## config.mk

```make
export PLATFORM = sky130hd
export DESIGN_NAME = store_buffer
export DESIGN_NICKNAME = d
export VERILOG_FILES = /design/src/rtl/sb_pkg.sv /design/src/rtl/sb_overlap.sv /design/src/rtl/store_buffer.sv
export SDC_FILE = /design/constraint.sdc
export NUM_CORES = 1
export LEC_CHECK = 0
export CAP_MARGIN = 20
export CORE_ASPECT_RATIO = 1.4
export CORE_MARGIN = 5
export CORE_UTILIZATION = 60
export DETAILED_ROUTE_END_ITERATION = 10
export GPL_TIMING_DRIVEN = 0
export PLACE_DENSITY_LB_ADDON = 0.2
export SYNTH_ARGS = -nofsm -noshare
export SYNTH_HDL_FRONTEND = slang
export SYNTH_SLANG_ARGS = --single-unit
```

## constraint.sdc

```tcl
create_clock -name clk -period 13.7 [get_ports clk]
set_input_delay 4.11 -clock clk [delete_from_list [all_inputs] [get_ports clk]]
set_output_delay 4.11 -clock clk [all_outputs]
set_load 0.01 [all_outputs]
```

## src/rtl/sb_pkg.sv

```systemverilog
// Shared definitions for the store buffer.
// Holds the size encodings, default widths and the byte-count helper.
package sb_pkg;

   localparam int PA_W_DEF   = 15;
   localparam int DATA_W_DEF = 32;

   typedef enum logic [1:0] {
      SZ4 = 2'b00,
      SZ1 = 2'b01,
      SZ2 = 2'b10,
      SZ3 = 2'b11
   } sb_size_e;

   function automatic logic [2:0] size_bytes(input logic [1:0] size);
      logic [2:0] n;
      case (size)
         SZ4:     n = 3'd4;
         SZ1:     n = 3'd1;
         SZ2:     n = 3'd2;
         default: n = 3'd3;
      endcase
      return n;
   endfunction

endpackage

```

## src/rtl/sb_overlap.sv

```systemverilog
// Word-granular overlap test between two byte ranges.
// Each range spans at most two adjacent words, so endpoint equality suffices.
module sb_overlap
   import sb_pkg::*;
#(
   parameter int PA_W = PA_W_DEF
) (
   input  logic [PA_W-1:0] a_pa,
   input  logic [1:0]      a_size,
   input  logic [PA_W-1:0] b_pa,
   input  logic [1:0]      b_size,
   output logic            match
);

   localparam int WD_W = PA_W - 2;

   logic [PA_W-1:0] a_last;
   logic [PA_W-1:0] b_last;
   logic [WD_W-1:0] a_sw;
   logic [WD_W-1:0] a_ew;
   logic [WD_W-1:0] b_sw;
   logic [WD_W-1:0] b_ew;

   // last byte address wraps modulo 2^PA_W
   assign a_last = a_pa + PA_W'(size_bytes(a_size)) - PA_W'(1);
   assign b_last = b_pa + PA_W'(size_bytes(b_size)) - PA_W'(1);

   assign a_sw = a_pa[PA_W-1:2];
   assign a_ew = a_last[PA_W-1:2];
   assign b_sw = b_pa[PA_W-1:2];
   assign b_ew = b_last[PA_W-1:2];

   assign match = (a_sw == b_sw) | (a_sw == b_ew) |
                  (a_ew == b_sw) | (a_ew == b_ew);

endmodule

```

## src/rtl/store_buffer.sv

```systemverilog
// In-order store buffer between write-back and the data memory port.
// Drains over req/ack and flags loads that overlap a buffered store.
module store_buffer
   import sb_pkg::*;
#(
   parameter int DEPTH  = 4,
   parameter int PA_W   = PA_W_DEF,
   parameter int DATA_W = DATA_W_DEF,
   localparam int PTR_W = $clog2(DEPTH),
   localparam int CNT_W = PTR_W + 1
) (
   input  logic              clk,
   input  logic              rst,
   input  logic              enq_v,
   input  logic [PA_W-1:0]   enq_pa,
   input  logic [DATA_W-1:0] enq_data,
   input  logic [1:0]        enq_size,
   output logic              full,
   output logic              empty,
   output logic [CNT_W-1:0]  count,
   output logic              mem_req,
   output logic [PA_W-1:0]   mem_pa,
   output logic [DATA_W-1:0] mem_data,
   output logic [1:0]        mem_size,
   input  logic              mem_ack,
   input  logic              ld_v,
   input  logic [PA_W-1:0]   ld_pa,
   input  logic [1:0]        ld_size,
   output logic              ld_hit
);

   logic [DEPTH-1:0]  valid;
   logic [PA_W-1:0]   pa_q   [DEPTH];
   logic [DATA_W-1:0] data_q [DEPTH];
   logic [1:0]        size_q [DEPTH];
   logic [PTR_W-1:0]  head;
   logic [PTR_W-1:0]  tail;
   logic [CNT_W-1:0]  count_q;
   logic [DEPTH-1:0]  match;
   logic              enq;
   logic              deq;

   assign full  = (count_q == CNT_W'(DEPTH));
   assign empty = (count_q == '0);
   assign count = count_q;

   assign enq = enq_v & ~full;
   assign deq = mem_req & mem_ack;

   always_ff @(posedge clk or posedge rst) begin
      if (rst) begin
         valid   <= '0;
         head    <= '0;
         tail    <= '0;
         count_q <= '0;
         for (int i = 0; i < DEPTH; i++) begin
            pa_q[i]   <= '0;
            data_q[i] <= '0;
            size_q[i] <= '0;
         end
      end else begin
         if (deq) begin
            valid[head] <= 1'b0;
            head        <= head + PTR_W'(1);
         end
         if (enq) begin
            valid[tail]  <= 1'b1;
            pa_q[tail]   <= enq_pa;
            data_q[tail] <= enq_data;
            size_q[tail] <= enq_size;
            tail         <= tail + PTR_W'(1);
         end
         // full blocks enq and empty blocks deq, so head and tail never collide
         case ({enq, deq})
            2'b10:   count_q <= count_q + CNT_W'(1);
            2'b01:   count_q <= count_q - CNT_W'(1);
            default: count_q <= count_q;
         endcase
      end
   end

   assign mem_req  = ~empty;
   assign mem_pa   = pa_q[head];
   assign mem_data = data_q[head];
   assign mem_size = size_q[head];

   for (genvar g = 0; g < DEPTH; g++) begin : g_ov
      sb_overlap #(
         .PA_W (PA_W)
      ) u_ov (
         .a_pa   (pa_q[g]),
         .a_size (size_q[g]),
         .b_pa   (ld_pa),
         .b_size (ld_size),
         .match  (match[g])
      );
   end

   // an entry leaving this cycle is still valid here, so it still blocks
   assign ld_hit = ld_v & |(match & valid);

endmodule

```

==> metrics.md <==
| Metric | Value |
|---|---|
| Synth top area share | `32.04%` |
| Post-synth EDFFs | `0` |
| Layout cells sized above 1 | `a little over 20%` |
| Sequential area share after synthesis | `32.04%` |
| First drt pass iteration count | `5` |
| Fillers | `2064` |
| Max Freq | `73.77 MHz` |
| Kind of critical path | `in -> out` |
| CP arrival | `between 9 and 10 ns` |
| WL final | `about 47000 µm` |
| Flop2flop setup slack | `10.68 ns` |
| Clock slew at reported path FFs | `about 0.06 ns` |
| Top delay family on crit path | `buffers and inverters` |
| Area occupied by multi-input gates | `0.01027 mm²` |
| Main flop type after synthesis | `dfrtp_1` |
| Cts repair resizes | `0` |
| Worst Tran Pin Value | `1.024 ns` |
| #FFs+latches synth | `207` |
| Area leader, netlist | `dfrtp_1` |
| H-tree levels | `1` |
| Initial core utilization | `60.47%` |
| Clock buffer depth | `3` |
| YS warnings | `0` |
| CP max FO | `10` |
| Critical path's slowest cell | `nor4_1` |
| Gr usage total | `31.46%` |
| Drt via density | `around 6.1` |
| Antenna violations before repair | `0` |
| Asr flop ratio synth | `100.0%` |
| Setup TNS Final | `0 ns` |
| WP buf/inv | `5` |
| Final Setup Violations | `0` |
| Via Count | `12440` |
| Fin Clk Skew | `~0.017 ns` |
| Critical-path cell list | `clkdlybuf4s50_1 > clkbuf_1 > inv_1 > ha_1 > buf_4 > a21oi_1 > nor2_1 > nor4_2 > xnor2_2 > xnor2_1 > nor4_1 > nand4_1 > nor4_1 > nor4_1 > a41oi_2 > clkdlybuf4s50_1` |
| Nets@finish | `1803` |
| GRT met3 Usage | `4.414%` |
| RSZ-0062 raised after global routing | `no` |
| CP max stage delay | `0.61 ns` |
| Post-route ant nets | `0` |
| Final Cycle Share | `between 90 and 100%` |
| Hold-fix buffers, CTS | `0` |
| Post-CTS setup buffers | `0` |
| Avg Inst Size Synth | `10.79 µm²` |
| DRC | `0` |
| Relative slew margins | `31.75%` |
| Total grt overflow | `0` |
| Final Hold Viols | `0` |
| CTS tree | `done` |
| CP startpoint kind | `input port` |
| Synth Cell Area | `~0.016 mm²` |
| Die area | `0.03038 mm²` |
| Core ar. | `0.02674 mm²` |
| Row Count | `roughly 70` |
| Max Cap Viol | `0` |
| Outcome | `finished, final reports clean` |
| First-pass GRT wire length | `73660 µm` |
| 1st-iter DRT viols | `634` |
| Root buf cell | `clkbuf_16` |
| Mapped Cells | `1498` |
| Sequential Area | `~0.0052 mm²` |
| Top post-synthesis cells by area | `dfrtp_1, mux2_2, xnor2_1` |
| Num CTS Buffers | `20` |
| I/O Pins | `127` |
| Pin count of the biggest net entering global routing | `131` |
| Port Buffers | `125` |
| Crit. End Element | `output pin` |
| Met2 GRT Util | `between 50% and 60%` |
| Worst min path class | `reg -> reg` |
| Count of different cell masters after synthesis | `84` |
| DIE HEIGHT | `204.2 µm` |
| Post-synthesis net count | `1654` |
| Met1 Use GR | `33.77%` |
| Final-report max-slew violation count | `0` |
| Vias in the first global route | `between 10000 and 15000` |
| Critical Path RT | `9.59 ns` |
| Diode count | `0` |
| Chip width | `148.7 µm` |
| Post-DP HPWL | `36790 µm` |
| Clk_lat worst skew | `0.51 ns` |
| Cell mode on critical path | `nor4_1` |
| GR peak layer | `met2` |
| Final GP Congestion | `about 0.98` |
| Final min period | `roughly 14 ns` |
| Area Growth Syn to Fin | `15.14%` |
| Drt wl/cell | `23.29 µm` |
| # clock sinks | `207` |
## sequential cells by signal (all words and copies together) (netlist names)
| signal | cells |
|---|---|
| valid | 4 |
| data_q | 128 |
| tail | 2 |
| pa_q | 60 |
| count | 3 |
| size_q | 8 |
| head | 2 |
## cells by family (layout without fill, tap and decap cells)
family / after synthesis / after routing / synth area share [%]
xor gates and xnor gates: 258 / 258 / 16.18
DFF: 207 / 207 / 32.04
buffers and inverters: 189 / 351 / 4.581
AOI/OAI and AO/OA: 227 / 227 / 10.13
muxes: 253 / 253 / 20.99
and+or+nand+nor: 279 / 279 / 9.232
adders and majority gates: 85 / 85 / 6.856
## per-layer routing
metal	share of wire, %	wire [µm]	up-vias
li1	-	-	5704
met1	35	16590	6198
met2	53	24810	365
met3	4.7	2224	170
met4	7.5	3551	0
met5	0	0	-
## worst paths after layout
path,start,cells past startpoint,end
max,ld_pa[5],16,ld_hit
min,data_q[46]$_DFFE_PP0P_,1,data_q[46]$_DFFE_PP0P_
min reg2reg,data_q[46]$_DFFE_PP0P_,1,data_q[46]$_DFFE_PP0P_
min in group asynchronous,rst,2,data_q[45]$_DFFE_PP0P_
max in group asynchronous,rst,3,pa_q[48]$_DFFE_PP0P_
max reg2reg,head[0]$_DFFE_PP0P_,7,head[1]$_DFFE_PP0P_
## layout make-up
type	count	area share, %
Clock buffer	28	3.233
Multi-Input combinational cell	1102	55.14
Clock inverter	7	0.3562
Inverter	114	2.339
Buffer	75	1.707
Sequential cell	207	27.82
Timing Repair Buffer	127	6.949
Tap cell	365	2.453
## Yosys cell counts, drive strengths merged (10+ instances only)
cell,instances
mux4,49
mux2,198
nand3,30
dfrtp,207
a21oi,50
nor2,43
or4,10
nand4,24
nor2b,13
nand2b,10
buf,42
nor4,23
ha,79
inv,114
xnor2,173
o21ai,38
o21bai,13
xor2,62
a21o,19
o21a,12
xnor3,21
nand2,50
nor3,34
clkbuf,33
or2,12
## per-stage QoR
stage / hold slack (ns) / utilization (%) / worst slack (ns) / area, µm² / cells
after floorplan: 0.4739 / - / 2.144 / 16170 / 1498
after global placement: 0.4804 / 66.86 / 0.1499 / 17880 / 1988
after detailed placement: 0.4890 / 66.99 / 0.1697 / 17910 / 1989
after CTS: 0.5029 / 69.49 / 0.1547 / 18580 / 2024
after global routing: 0.5141 / 69.63 / 0.005921 / 18620 / 2025
final: 0.5010 / 69.63 / 0.1451 / 18620 / 2025
## placed cells by master (no fill, tap or decap), drive strengths merged, types with 30 or more instances in the layout
master,count
buf,44
nor3,34
mux2,198
xnor2,173
inv,115
dfrtp,207
nand3,30
nor2,43
nand2,50
o21ai,38
mux4,49
xor2,62
clkdlybuf4s50,125
a21oi,50
clkbuf,61
ha,79
## worst reg2reg max path, delay by kind of cell, from the launching register on
family,cells,cell delay [ns]
AOI/OAI and AO/OA,1,0.07
adders and majority gates,1,0.38
buffers and inverters,4,2.00
DFF,1,0.38
and+or+nand+nor,1,0.06
Power is left out: the tool's default activity adds up to more than one toggle a clock period on the data nets, which glitch-free logic cannot reach.
